<file path="src/rtl/game_types_pkg.sv">
// Shared types for the digit entry block.
// State encoding and LFSR feedback taps.
package game_types;

  typedef enum logic [1:0] {
    IDLE,
    ENTER,
    RAND,
    DONE
  } entry_state_t;

  // Fibonacci taps 8,6,5,4 as bit positions 7,5,4,3.
  localparam logic [7:0] LFSR_TAPS = 8'hB8;

  function automatic logic lfsr_fb(input logic [7:0] s);
    return ^(s & LFSR_TAPS);
  endfunction

endpackage

</file>
<file path="src/rtl/digit_entry_debounce.sv">
// Key synchronizer and debouncer.
// Emits one press pulse per stable low period.
module key_debounce #(
  parameter int unsigned CYCLES = 1000000
) (
  input  logic clk,
  input  logic rst,
  input  logic key_n,
  output logic press
);

  localparam int W = $clog2(CYCLES + 1);

  logic         s1;
  logic         s2;
  logic         held;
  logic [W-1:0] cnt;

  // Count while the synced level disagrees with the accepted level.
  always_ff @(posedge clk) begin
    if (rst) begin
      s1    <= 1'b1;
      s2    <= 1'b1;
      held  <= 1'b0;
      cnt   <= '0;
      press <= 1'b0;
    end else begin
      s1    <= key_n;
      s2    <= s1;
      press <= 1'b0;
      if (s2 == held) begin
        if (cnt == W'(CYCLES - 1)) begin
          cnt   <= '0;
          held  <= ~held;
          press <= ~held;
        end else begin
          cnt <= cnt + 1'b1;
        end
      end else begin
        cnt <= '0;
      end
    end
  end

endmodule

</file>
<file path="src/rtl/digit_entry.sv">
// Four-digit distinct entry from one-hot switches,
// with debounced keys and LFSR random fill.
module digit_entry
  import game_types::*;
#(
  parameter int unsigned DEBOUNCE_CYCLES = 1000000,
  parameter logic [7:0]  LFSR_SEED       = 8'h5A
) (
  input  logic            clk,
  input  logic            rst,
  input  logic            start,
  input  logic            mode,
  input  logic [9:0]      SW,
  input  logic            key_confirm_n,
  input  logic            key_random_n,
  output logic [3:0]      candidate,
  output logic            sw_valid,
  output logic [3:0][3:0] digits,
  output logic [3:0]      is_random,
  output logic [1:0]      pos,
  output logic            busy,
  output logic            done
);

  entry_state_t    state;
  entry_state_t    state_n;
  logic [3:0][3:0] digits_n;
  logic [3:0]      is_random_n;
  logic [1:0]      pos_n;
  logic            mode_q;
  logic            mode_n;
  logic [7:0]      lfsr;
  logic            conf_ev;
  logic            rand_ev;
  logic [3:0]      ones;
  logic [3:0]      idx;
  logic            used;
  logic [3:0]      r;
  logic            r_dup;
  logic            r_ok;

  key_debounce #(.CYCLES(DEBOUNCE_CYCLES)) u_conf (
    .clk   (clk),
    .rst   (rst),
    .key_n (key_confirm_n),
    .press (conf_ev)
  );

  key_debounce #(.CYCLES(DEBOUNCE_CYCLES)) u_rand (
    .clk   (clk),
    .rst   (rst),
    .key_n (key_random_n),
    .press (rand_ev)
  );

  assign busy = (state == ENTER) || (state == RAND);
  assign done = (state == DONE);
  assign r    = lfsr[3:0];

  always_comb begin
    ones  = '0;
    idx   = '0;
    used  = 1'b0;
    r_dup = 1'b0;
    for (int i = 0; i < 10; i++) begin
      if (SW[i]) begin
        ones = ones + 4'd1;
        idx  = 4'(i);
      end
    end
    candidate = (ones == 4'd1) ? idx : 4'd0;
    // Only positions left of pos hold committed digits.
    for (int p = 0; p < 4; p++) begin
      if (p > int'(pos)) begin
        if (digits[p] == candidate) used = 1'b1;
        if (digits[p] == r) r_dup = 1'b1;
      end
    end
    sw_valid = busy && (ones == 4'd1) && !used;
    r_ok     = (r <= 4'd9) && !r_dup;
  end

  always_comb begin
    state_n     = state;
    digits_n    = digits;
    is_random_n = is_random;
    pos_n       = pos;
    mode_n      = mode_q;
    unique case (state)
      IDLE: begin
        if (start) begin
          digits_n    = '0;
          is_random_n = '0;
          pos_n       = 2'd3;
          mode_n      = mode;
          state_n     = ENTER;
        end
      end
      ENTER: begin
        if (start) begin
          digits_n    = '0;
          is_random_n = '0;
          pos_n       = 2'd3;
          mode_n      = mode;
        end else if (conf_ev) begin
          if (sw_valid) begin
            digits_n[pos]    = candidate;
            is_random_n[pos] = 1'b0;
            if (pos != 2'd0) pos_n = pos - 2'd1;
            else             state_n = DONE;
          end
        end else if (rand_ev && !mode_q) begin
          state_n = RAND;
        end
      end
      RAND: begin
        if (start) begin
          digits_n    = '0;
          is_random_n = '0;
          pos_n       = 2'd3;
          mode_n      = mode;
          state_n     = ENTER;
        end else if (r_ok) begin
          digits_n[pos]    = r;
          is_random_n[pos] = 1'b1;
          if (pos != 2'd0) begin
            pos_n   = pos - 2'd1;
            state_n = ENTER;
          end else begin
            state_n = DONE;
          end
        end
      end
      DONE: state_n = IDLE;
      default: state_n = IDLE;
    endcase
  end

  always_ff @(posedge clk) begin
    if (rst) begin
      state     <= IDLE;
      digits    <= '0;
      is_random <= '0;
      pos       <= 2'd3;
      mode_q    <= 1'b0;
      lfsr      <= LFSR_SEED;
    end else begin
      state     <= state_n;
      digits    <= digits_n;
      is_random <= is_random_n;
      pos       <= pos_n;
      mode_q    <= mode_n;
      lfsr      <= {lfsr[6:0], lfsr_fb(lfsr)};
    end
  end

endmodule

</file>
<file path="config.mk">
export PLATFORM = sky130hd
export DESIGN_NAME = digit_entry
export DESIGN_NICKNAME = d
export VERILOG_FILES = /design/src/rtl/game_types_pkg.sv /design/src/rtl/digit_entry_debounce.sv /design/src/rtl/digit_entry.sv
export SDC_FILE = /design/constraint.sdc
export NUM_CORES = 1
export LEC_CHECK = 0
export ABC_AREA = 0
export CAP_MARGIN = 30
export CORE_MARGIN = 2
export CORE_UTILIZATION = 58
export CTS_CLUSTER_SIZE = 8
export DETAILED_ROUTE_END_ITERATION = 8
export DONT_BUFFER_PORTS = 1
export PLACE_DENSITY = 0.76
export SYNTH_ARGS = -nofsm -noshare
export SYNTH_HDL_FRONTEND = slang
export SYNTH_SLANG_ARGS = --single-unit
</file>
<file path="constraint.sdc">
create_clock -name clk -period 7 [get_ports clk]
set_input_delay 0.35 -clock clk [delete_from_list [all_inputs] [get_ports clk]]
set_output_delay 0.35 -clock clk [all_outputs]
set_load 0.01 [all_outputs]
</file>
==> tab_implementation.tex <==
\begin{tabular}{lr}
\hline
Metric & Value \\
\hline
\multicolumn{2}{l}{\textbf{Status}} \\
Outcome & complete, no violations \\
\multicolumn{2}{l}{\textbf{Worst setup path}} \\
Slowest stage delay, CP & 0.52 ns \\
Slowest cell on the critical path & sky130\_fd\_sc\_hd\_\_or4\_4 \\
Most Frequent Cell on Critical Path & sky130\_fd\_sc\_hd\_\_ha\_1 \\
Critical Path Source Type & input pin \\
Critical path class & input pin to primary output \\
CP Data Required Time & around 6.7 ns \\
Data arrival time of the critical path & 6.29 ns \\
Critical path endpoint category & primary output \\
Register-to-register setup slack & 3.99 ns \\
Worst Path Max Fanout & 7 \\
\multicolumn{2}{l}{\textbf{Route}} \\
Vias after detailed routing & 4323 \\
Via density per instance & 6.06 \\
Final routed wire length divided by cell count & between 15 and 20 um \\
Met1 wire length & roughly 4.9 mm \\
Antenna-violating nets left & 0 \\
Top metal layer carrying routed signals & met4 \\
Wire length reported by the detailed router & about 11 mm \\
First DRT Iteration DRCs & 176 \\
Count of unresolved DRC violations after routing & 0 \\
Wire length on met3 & 718 um \\
Drt pass-1 iters & 5 \\
Wire length on met2 & approximately 5.3 mm \\
\multicolumn{2}{l}{\textbf{Synthesis}} \\
Syn nets & 638 \\
Number of cells produced by synthesis & 603 \\
Cells taking the most area after synthesis & sky130\_fd\_sc\_hd\_\_dfxtp\_1 32\%, sky130\_fd\_sc\_hd\_\_nor2\_1 6.7\%, sky130\_fd\_sc\_hd\_\_xnor2\_1 5.9\% \\
Synth Register Bits & between 80 and 90 \\
Post-synth cell types & 70 \\
Mean instance size in the synthesized netlist & 8.37 um\^{}2 \\
Most frequent cell after synthesis & sky130\_fd\_sc\_hd\_\_nor2\_1 \\
Synth warnings & 0 \\
Share of Yosys cell area claimed by the top area cell type & 0.321 \\
Post-Synthesis Cell Area & 5050 um\^{}2 \\
Proportion of register bits with asynchronous set or reset after synthesis & 0 \\
Top post-synthesis cells by count & 90 x sky130\_fd\_sc\_hd\_\_nor2\_1, 81 x sky130\_fd\_sc\_hd\_\_dfxtp\_1, 40 x sky130\_fd\_sc\_hd\_\_inv\_1 \\
Library cell with the largest summed area after synthesis & sky130\_fd\_sc\_hd\_\_dfxtp\_1 \\
Number of synthesized flops with an enable pin & 0 \\
Predominant post-synthesis flop cell & sky130\_fd\_sc\_hd\_\_dfxtp\_1 \\
Portion of the post-synthesis area used by sequential elements & 0.321 \\
\multicolumn{2}{l}{\textbf{Global route}} \\
Maximum number of pins on one net before global-route repair & 51 \\
Grt ovf & 0 \\
Tot GR Track Use & 0.233 \\
Vias in the first global route & 3974 \\
Initial antenna violation count & 0 \\
First-pass GRT wire length & 18.4 mm \\
\multicolumn{2}{l}{\textbf{Clock tree}} \\
Buffer cell driving the clock tree root & sky130\_fd\_sc\_hd\_\_clkbuf\_8 \\
Htree depth & 3 \\
Number of CTS-inserted buffers & 9 \\
Worst-path clk slew & 0.08 ns \\
Worst skew pair latency & 0.35 ns \\
Count of clock tree sinks & 81 \\
CTS Buffer Depth & 2 \\
Count of hold-fix buffers inserted at cts & 0 \\
Clock tree from TritonCTS & done \\
\multicolumn{2}{l}{\textbf{Hold path}} \\
Worst min-delay path class & input pin to flip-flop \\
\multicolumn{2}{l}{\textbf{Power}} \\
Leakage Power & about 1.8 nW \\
Internal cell power & approximately 940 uW \\
Net Sw Frac & 0.355 \\
Relative contribution of sequential cells to total power & 0.341 \\
Max IR drop VDD & $\sim$0.15 mV \\
Clock share of power & 0.260 \\
Total Power & 1.45 mW \\
Sw Pwr & 516 uW \\
Power density over the cells & about 270 nW/um\^{}2 \\
Gate power share & 0.399 \\
\multicolumn{2}{l}{\textbf{Floorplanning}} \\
Top-level port count & 45 \\
Die outline area & 9470 um\^{}2 \\
Number of core rows & 34 \\
Die boundary height & 97.3 um \\
Width of the chip & between 90 and 100 um \\
Core region area & 8590 um\^{}2 \\
Effective utilization at floorplan & 0.588 \\
\multicolumn{2}{l}{\textbf{STA}} \\
Normalized max-slew margin & 0.453 \\
Crit path time final & roughly 6.6 ns \\
Setup skew after layout & about 0.013 ns \\
Pins over their slew limit & 0 \\
Actual slew at the worst max-slew pin & 0.820 ns \\
Unrepaired setup endpoints after global routing & no \\
Share of the clock period used by the worst path & 0.949 \\
Final number of setup-violating endpoints & 0 \\
Highest attainable clock frequency & roughly 150 MHz \\
Hold violation count in the final report & 0 \\
\multicolumn{2}{l}{\textbf{Placement}} \\
Gp weighted congestion & 0.956 \\
\# port buffers & 0 \\
Placed wire-length estimate & 8.15 mm \\
Post-Place Cells & around 700 \\
Area after detailed placement & 5130 um\^{}2 \\
\multicolumn{2}{l}{\textbf{Job}} \\
Number of maximum-capacitance violations & 0 \\
\multicolumn{2}{l}{\textbf{Finish}} \\
Final nets & between 600 and 700 \\
Number of fill cells & roughly 700 \\
Finished Cell Area & 5460 um\^{}2 \\
Antenna cells & 0 \\
Register cell area after layout & about 1600 um\^{}2 \\
Layout-stage area growth over the synthesis result & 8.08\% \\
Layout cells sized above 1 & 0.114 \\
Post-route non-filler standard cell count & 713 \\
Multi-input gate area & between 3000 and 4000 um\^{}2 \\
\hline
\end{tabular}
power groups by stage:
| stage | clock, mW | sequential, mW | combinational (mW) |
|---|---|---|---|
| 2_1_floorplan | 0 | 0.498 | 0.431 |
| 4_1_cts | 0.391 | 0.495 | 0.519 |
| 3_3_place_gp | 0 | 0.504 | 0.503 |
| 5_1_grt | 0.406 | 0.497 | 0.633 |
| 6_report | 0.378 | 0.495 | 0.580 |
| 3_5_place_dp | 0 | 0.506 | 0.514 |
state kept, by name (all words and copies together), names as in the netlist, 2 cells and up:
signal and flops:
digits 16, is_random 4, lfsr 8, pos 2, state 2, u_conf.cnt 20
u_rand.cnt 20
layer usage:
layer	track usage	vias to the layer above
li1	-	2137
met1	0.302	2030
met2	0.382	132
met3	0.0540	24
met4	0.0844	0
met5	0	-
layout make-up:
cell class	count	area share
multi-input cells	458	0.596
clock buffers	11	0.0259
flip-flops and latches	81	0.297
well taps	108	0.0248
clock inverters	5	0.0158
inverters	41	0.0282
repair buffers	9	0.0124
cell usage in the layout, fill, tap and decap left out, types with 5 or more instances in the layout:
| cell | instances |
|---|---|
| sky130_fd_sc_hd__dfxtp_1 | 81 |
| sky130_fd_sc_hd__a21oi_1 | 11 |
| sky130_fd_sc_hd__nand2_1 | 34 |
| sky130_fd_sc_hd__nand3_1 | 26 |
| sky130_fd_sc_hd__inv_1 | 40 |
| sky130_fd_sc_hd__clkbuf_8 | 10 |
| sky130_fd_sc_hd__nand2b_1 | 6 |
| sky130_fd_sc_hd__nor3_1 | 10 |
| sky130_fd_sc_hd__a22oi_1 | 5 |
| sky130_fd_sc_hd__ha_1 | 17 |
| sky130_fd_sc_hd__nor2b_1 | 15 |
| sky130_fd_sc_hd__or2_2 | 10 |
| sky130_fd_sc_hd__a211oi_2 | 7 |
| sky130_fd_sc_hd__buf_4 | 9 |
| sky130_fd_sc_hd__o32ai_1 | 17 |
| sky130_fd_sc_hd__o211ai_1 | 10 |
| sky130_fd_sc_hd__a211oi_1 | 5 |
| sky130_fd_sc_hd__xor2_1 | 28 |
| sky130_fd_sc_hd__xnor2_1 | 34 |
| sky130_fd_sc_hd__or3_1 | 6 |
| sky130_fd_sc_hd__o21ai_0 | 17 |
| sky130_fd_sc_hd__o21ai_1 | 6 |
| sky130_fd_sc_hd__nor2_1 | 90 |
| sky130_fd_sc_hd__nand4_1 | 12 |
| sky130_fd_sc_hd__nor4_1 | 13 |
critical path: cells and delay by family:
kind            cells  cell delay (ns)
buf+inv             3             0.27
fa+ha+maj           8             2.20
compound gates      9             1.29
simple gates        8             1.40
xor+xnor            1             0.20
mux                 2             0.56
path summary, 6_finish.rpt:
kind / from / to / depth (start not counted)
max: SW[0] / sw_valid / 31
min: rst / is_random[1] / 1
max reg2reg: pos[0] / is_random[2] / 13
min reg2reg: u_rand.s1 / u_rand.s2 / 1
cell families after synthesis:
family / share of synthesized area
AND/OR/NAND/NOR: 0.248
AO/OA/AOI/OAI: 0.178
flip-flops: 0.321
XOR/XNOR: 0.146
buffers and inverters: 0.0491
adder cells (fa/ha/maj): 0.0471
multiplexers: 0.0104
timing repair:
item                                    in CTS  in global routing
setup buffers                                0                  4
endpoints found under the setup margin       0                 25
gates resized for setup                      0                 13
stage by stage:
step / hold slack, ns / TNS [ns] / setup WS [ns] / util
floorplan: 0.389 / 0 / 0.0141 / -
global placement: 0.392 / 0 / 0.116 / 0.597
detailed placement: 0.395 / -1.62 / -0.123 / 0.597
CTS: 0.0544 / 0 / 0.00548 / 0.623
global route: 0.0518 / 0 / 0.0208 / 0.635
finish: 0.0706 / 0 / 0.357 / 0.635
Power figures use the tool's default switching activity.
